===== src/rtl/lsu_if.sv =====
// Handshaked data-memory bus between the load/store unit (master) and memory (slave).
// Fields are registered by the master and held stable while req is high.
interface lsu_if;
    logic        req;
    logic        we;
    logic [31:0] addr;
    logic [3:0]  be;
    logic [31:0] wdata;
    logic [31:0] rdata;
    logic        ack;

    modport master (
        output req, we, addr, be, wdata,
        input  rdata, ack
    );

    modport slave (
        input  req, we, addr, be, wdata,
        output rdata, ack
    );
endinterface


===== src/rtl/lsu.sv =====
// Load/store unit: bridges a single-cycle core's memory signals to a handshaked
// word bus, aligning stores, extending loads and stalling while a transfer is open.
module lsu #(
    parameter int TIMEOUT = 16
) (
    input  logic        clk,
    input  logic        reset,
    input  logic        mem_read,
    input  logic        mem_write,
    input  logic [2:0]  funct3,
    input  logic [31:0] addr,
    input  logic [31:0] wdata,
    output logic [31:0] rdata,
    output logic        stall,
    output logic        misalign,
    output logic        fault,
    lsu_if.master       bus
);
    localparam int CW = $clog2(TIMEOUT);

    typedef enum logic [1:0] {S_IDLE, S_BUSY, S_DONE} state_e;

    state_e        state_q, state_d;
    logic [CW-1:0] cnt_q, cnt_d;
    logic          req_q, req_d;
    logic          we_q, we_d;
    logic          fault_q, fault_d;
    logic [31:0]   addr_q, addr_d;
    logic [31:0]   wdata_q, wdata_d;
    logic [31:0]   rdata_q, rdata_d;
    logic [3:0]    be_q, be_d;
    logic [2:0]    f3_q, f3_d;
    logic [1:0]    off_q, off_d;

    logic          acc;
    logic          aligned;
    logic [3:0]    be_new;
    logic [31:0]   wdata_new;
    logic [7:0]    ld_byte;
    logic [15:0]   ld_half;
    logic [31:0]   ld_ext;

    // Size decode on funct3[1:0]: 00 byte, 01 half, anything else is a word.
    always_comb begin
        acc = mem_read | mem_write;
        case (funct3[1:0])
            2'b00: begin
                aligned   = 1'b1;
                be_new    = 4'b0001 << addr[1:0];
                wdata_new = {4{wdata[7:0]}};
            end
            2'b01: begin
                aligned   = ~addr[0];
                be_new    = addr[1] ? 4'b1100 : 4'b0011;
                wdata_new = {2{wdata[15:0]}};
            end
            default: begin
                aligned   = (addr[1:0] == 2'b00);
                be_new    = 4'b1111;
                wdata_new = wdata;
            end
        endcase
    end

    // Load extraction uses the size/sign and byte offset latched at request time.
    always_comb begin
        case (off_q)
            2'd0:    ld_byte = bus.rdata[7:0];
            2'd1:    ld_byte = bus.rdata[15:8];
            2'd2:    ld_byte = bus.rdata[23:16];
            default: ld_byte = bus.rdata[31:24];
        endcase
        ld_half = off_q[1] ? bus.rdata[31:16] : bus.rdata[15:0];
        case (f3_q[1:0])
            2'b00:   ld_ext = {{24{ld_byte[7] & ~f3_q[2]}}, ld_byte};
            2'b01:   ld_ext = {{16{ld_half[15] & ~f3_q[2]}}, ld_half};
            default: ld_ext = bus.rdata;
        endcase
    end

    always_comb begin
        // NOTE: every target gets a default first so no path leaves one unassigned (no latches).
        state_d = state_q;
        cnt_d   = cnt_q;
        req_d   = req_q;
        we_d    = we_q;
        addr_d  = addr_q;
        be_d    = be_q;
        wdata_d = wdata_q;
        f3_d    = f3_q;
        off_d   = off_q;
        rdata_d = rdata_q;
        fault_d = 1'b0;

        case (state_q)
            S_IDLE: begin
                if (acc && aligned) begin
                    req_d   = 1'b1;
                    we_d    = mem_write;
                    addr_d  = {addr[31:2], 2'b00};
                    be_d    = be_new;
                    wdata_d = wdata_new;
                    f3_d    = funct3;
                    off_d   = addr[1:0];
                    cnt_d   = '0;
                    state_d = S_BUSY;
                end
            end
            S_BUSY: begin
                // An ack in the timeout cycle still completes the access normally.
                if (bus.ack) begin
                    req_d   = 1'b0;
                    rdata_d = we_q ? 32'd0 : ld_ext;
                    state_d = S_DONE;
                end else if (cnt_q == CW'(TIMEOUT - 1)) begin
                    req_d   = 1'b0;
                    rdata_d = 32'd0;
                    fault_d = 1'b1;
                    state_d = S_DONE;
                end else begin
                    cnt_d = cnt_q + 1'b1;
                end
            end
            default: state_d = S_IDLE;
        endcase
    end

    // NOTE: state uses non-blocking assignments; every register, including the
    // bus fields, resets so nothing is X after an abandoned transfer.
    always_ff @(posedge clk or negedge reset) begin
        if (!reset) begin
            state_q <= S_IDLE;
            cnt_q   <= '0;
            req_q   <= 1'b0;
            we_q    <= 1'b0;
            addr_q  <= 32'd0;
            be_q    <= 4'd0;
            wdata_q <= 32'd0;
            f3_q    <= 3'd0;
            off_q   <= 2'd0;
            rdata_q <= 32'd0;
            fault_q <= 1'b0;
        end else begin
            state_q <= state_d;
            cnt_q   <= cnt_d;
            req_q   <= req_d;
            we_q    <= we_d;
            addr_q  <= addr_d;
            be_q    <= be_d;
            wdata_q <= wdata_d;
            f3_q    <= f3_d;
            off_q   <= off_d;
            rdata_q <= rdata_d;
            fault_q <= fault_d;
        end
    end

    always_comb begin
        stall    = ((state_q == S_IDLE) && acc && aligned) || (state_q == S_BUSY);
        misalign = (state_q == S_IDLE) && acc && !aligned;
        rdata    = (state_q == S_DONE) ? rdata_q : 32'd0;
        fault    = fault_q;
    end

    assign bus.req   = req_q;
    assign bus.we    = we_q;
    assign bus.addr  = addr_q;
    assign bus.be    = be_q;
    assign bus.wdata = wdata_q;
endmodule


===== src/flat_wrapper.sv =====
// flat-port wrapper written by rule: the top's interface ports become plain ports
module lsu_flat 
#(
    parameter int TIMEOUT = 16
)
  (clk, reset, mem_read, mem_write, funct3, addr, wdata, rdata, stall, misalign, fault, bus_req, bus_we, bus_addr, bus_be, bus_wdata, bus_rdata, bus_ack);
  lsu_if bus_i ();
  input  logic clk;
  input  logic reset;
  input  logic mem_read;
  input  logic mem_write;
  input  logic [2:0] funct3;
  input  logic [31:0] addr;
  input  logic [31:0] wdata;
  output logic [31:0] rdata;
  output logic stall;
  output logic misalign;
  output logic fault;
  output wire logic [$bits(bus_i.req)-1:0] bus_req;
  output wire logic [$bits(bus_i.we)-1:0] bus_we;
  output wire logic [$bits(bus_i.addr)-1:0] bus_addr;
  output wire logic [$bits(bus_i.be)-1:0] bus_be;
  output wire logic [$bits(bus_i.wdata)-1:0] bus_wdata;
  input wire logic [$bits(bus_i.rdata)-1:0] bus_rdata;
  input wire logic [$bits(bus_i.ack)-1:0] bus_ack;
  assign bus_req = bus_i.req;
  assign bus_we = bus_i.we;
  assign bus_addr = bus_i.addr;
  assign bus_be = bus_i.be;
  assign bus_wdata = bus_i.wdata;
  assign bus_i.rdata = bus_rdata;
  assign bus_i.ack = bus_ack;
  lsu #(.TIMEOUT(TIMEOUT)) u_core (.clk(clk), .reset(reset), .mem_read(mem_read), .mem_write(mem_write), .funct3(funct3), .addr(addr), .wdata(wdata), .rdata(rdata), .stall(stall), .misalign(misalign), .fault(fault), .bus(bus_i));
endmodule

===== config.mk =====
export PLATFORM = sky130hd
export DESIGN_NAME = lsu_flat
export DESIGN_NICKNAME = d
export VERILOG_FILES = /design/src/rtl/lsu_if.sv /design/src/rtl/lsu.sv /design/src/flat_wrapper.sv
export SDC_FILE = /design/constraint.sdc
export NUM_CORES = 1
export LEC_CHECK = 0
export CORE_MARGIN = 2
export CORE_UTILIZATION = 35
export DETAILED_ROUTE_END_ITERATION = 6
export PLACE_DENSITY = 0.71
export SKIP_LAST_GASP = 1
export SLEW_MARGIN = 20
export SYNTH_ARGS = -nofsm -noshare
export SYNTH_HDL_FRONTEND = slang
export SYNTH_SLANG_ARGS = --single-unit

===== constraint.sdc =====
create_clock -name clk -period 1.9 [get_ports clk]
set_input_delay 0.19 -clock clk [delete_from_list [all_inputs] [get_ports clk]]
set_output_delay 0.19 -clock clk [all_outputs]
set_load 0.1 [all_outputs]

==> flow_summary.ini <==
[worst_setup_path]
endpoint_kind = output port
required_ns = 1.71
reg2reg_slack_ns = 0.14
arrival_ns = 1.62
reg2reg_depth = 5
reg2reg_to = u_core.rdata_q[6]
worstReg2RegStart = u_core.cnt_q[0]
crit_type = flop to output port
startpoint_type = flop
crit_path_max_fanout = 32

[timing]
setup_violations = 0
fmax_mhz = 552
fin_crit_sh_pct = 95.3
hold_violations = 0
setup_tns_ns = 0
fin_crit_ns = 1.81
worst_pin_slew_ns = 0.582
relSlewSlack_pct = 61.1
rsz0062_at_grt = true
finalWorstSetupSlack_ns = 0.0891
fin_worst_skew_ns = 0.00390
slew_viol_final = 0
holdWs_ns = 0.378

[flow_run]
maxCapViolations = 0

[clock_network]
cts_tree = done
cts-root-buf = clkbuf_16
cts_max_level = 3
clock_sinks = 112
ctsLongestPathBuffers = 2
cts.clk_slew.worst_paths_ns = 0.07
cts_made_buffers = 9
worstSkewPairLatency_ns = 0.35

[drt]
drtIter0Drc = 306
drtAntennaViolNets = 0
drc = 0
dr.pass1.iters = 4
wl_per_cell_um = 17.2
routed_via_density = 5.16
drt_wl_total_um = 15400
vias = 4633

[synthesis]
syn_inst = 489
yosysUniqueCellTypes = 45
synth_most_common_cell = dfrtp_1
yosysWarnings = 0
yosysSeqAreaShare_pct = 51.9
netlist_top_cells_area = dfrtp_1 (52%), mux2_2 (11%), mux2i_1 (4.4%)
ys_ff_latch = 112
synth_top_area_share_pct = 51.9
async_reset_ff_share_pct = 100
syn_area_per_cell_um2 = 11.1
synth_ff_type = dfrtp_1
netlist_area_mm2 = 0.00541
synth_edf_count = 0
ys_top_cells_by_count = dfrtp_1 (112), mux2_2 (53), nand2_1 (41)
synth.largest_area_cell = dfrtp_1

[global_route]
first_global_vias = 4744
track_usage_pct = 19.2
antenna_found_initial = 0
grt_first_pass_wirelength_um = 24600
grt_max_degree = 49
gr-total-overflow = 0

[floorplan]
die_h_um = 128
dieArea_mm2 = 0.0165
core_area_mm2 = 0.0151
rows = 45
die_x_um = 128
ioPinCount = 209
initial_core_util_pct = 35.7

[placed_design]
hpwl_um = 11900
dpl_worst_slack_ns = -0.330
place.gp.congestion = 0.882
io_buffer_count = 206

[power_and_ir_drop]
pwr_density_cell_mw_per_mm2 = 1870
vdd_ir_drop_max_mv = 1.31
p_total_w = 0.0157
p_leak_nw = 3.80

[layout]
area_growth_pct = 55.9
num-nets-final = 812
num_antenna_cells = 0
layout-drive-gt1-share_pct = 32.4

[status]
outcome = completed

[min_path]
min_path_type = input pin to asynchronous set/reset pin
==> kinds of logic after synthesis <==
family	after synthesis	synth area share (%)
xor gates and xnor gates	2	0.324
DFF	112	51.9
adders and majority gates	1	0.231
and+or+nand+nor	126	11.9
AOI/OAI and AO/OA	118	15.6
other	1	0.0694
muxes	78	15.9
buffers and inverters	51	4.19
==> cells in the final DEF, fill, tap and decap left out, types with 2 or more instances in the layout <==
cell	synthesis	routed
nor3_1	3	3
nor2b_1	3	3
nor3b_1	7	7
conb_1	1	2
a21oi_1	27	26
a311oi_1	6	6
o22ai_1	2	2
a21o_1	2	2
bufinv_16	0	3
a221o_1	6	6
xnor2_1	2	2
o21ai_0	37	37
nor2_1	23	22
o31ai_1	6	6
nor2_4	1	2
dfrtp_1	112	110
buf_4	3	100
clkbuf_16	0	9
a22o_1	8	8
inv_1	13	13
nand2b_1	3	3
mux2_2	53	53
a221o_2	10	10
nand3_1	6	6
buf_12	0	39
and2_1	34	34
clkdlybuf4s50_1	0	101
mux2i_1	24	24
o21a_1	6	6
nand2_1	41	40
==> worst max path at each step <==
stage / from / endpoint / slack (ns) / depth (start not counted)
3_5_place_dp: bus_rdata[15] / u_core.rdata_q[25] / -0.33 / 5
3_3_place_gp: bus_rdata[15] / u_core.rdata_q[27] / -0.25 / 5
4_1_cts: u_core.state_q[1] / stall / -0.04 / 6
6_report: u_core.state_q[0] / rdata[6] / 0.09 / 4
5_1_grt: u_core.state_q[0] / rdata[6] / 0.002 / 4
2_1_floorplan: u_core.bus.we / u_core.rdata_q[28] / 0.02 / 5
==> registers in the layout, summed over array words and instances (netlist names) <==
name              cells
u_core.bus.wdata     32
u_core.rdata_q       32
u_core.bus.addr      30
u_core.bus.be         4
u_core.cnt_q          4
u_core.f3_q           3
u_core.off_q          2
u_core.state_q        2
u_core.bus.req        1
u_core.bus.we         1
u_core.fault          1
==> stage by stage <==
| stage | utilization (%) | area [um^2] | cells |
|---|---|---|---|
| floorplan | - | 5430 | 490 |
| global placement | 53.1 | 8050 | 882 |
| detailed placement | 53.1 | 8050 | 882 |
| CTS | 55.5 | 8410 | 898 |
| global route | 55.6 | 8430 | 898 |
| finish | 55.6 | 8430 | 898 |
==> layout make-up <==
| type | instances | area, um^2 |
|---|---|---|
| Fill cell | 1254 | 6720 |
| Multi-Input combinational cell | 327 | 2420 |
| Clock buffer | 10 | 229 |
| Tap cell | 188 | 235 |
| Clock inverter | 4 | 95.1 |
| Inverter | 13 | 48.8 |
| Sequential cell | 112 | 2810 |
| Timing Repair Buffer | 244 | 2590 |
==> report_power, final <==
group / switching, W / internal, W
Sequential: 0.000645 / 0.00342
Clock: 0.000829 / 0.00127
Combinational: 0.00702 / 0.00254
Total: 0.00849 / 0.00723
==> worst max-delay path: stages, from the launching register on <==
cell and delay, ns:
dfrtp_2 0.45, and2b_1 0.23, buf_8 0.18, and2_1 0.22, buf_12 0.19
==> routing by layer <==
metal | share of wire (%) | wire length, um | vias up | GRT usage [%]
met5 | 0 | 0 | - | 0
met1 | 40 | 6160 | 2245 | 23.2
li1 | - | - | 2166 | -
met2 | 49 | 7640 | 208 | 32.7
met4 | 1.5 | 228 | 0 | 6.40
met3 | 9.2 | 1420 | 14 | 5.80
==> repair_timing <==
action                     in CTS  in global routing
setup endpoints to repair      18                  9
resized for setup               3                  5
hold buffers                    1                  0
pin swaps                       1                  0
hold endpoints to repair       37                  0
setup buffers                   1                  0
Note: power is estimated with default switching activity, not from simulation.
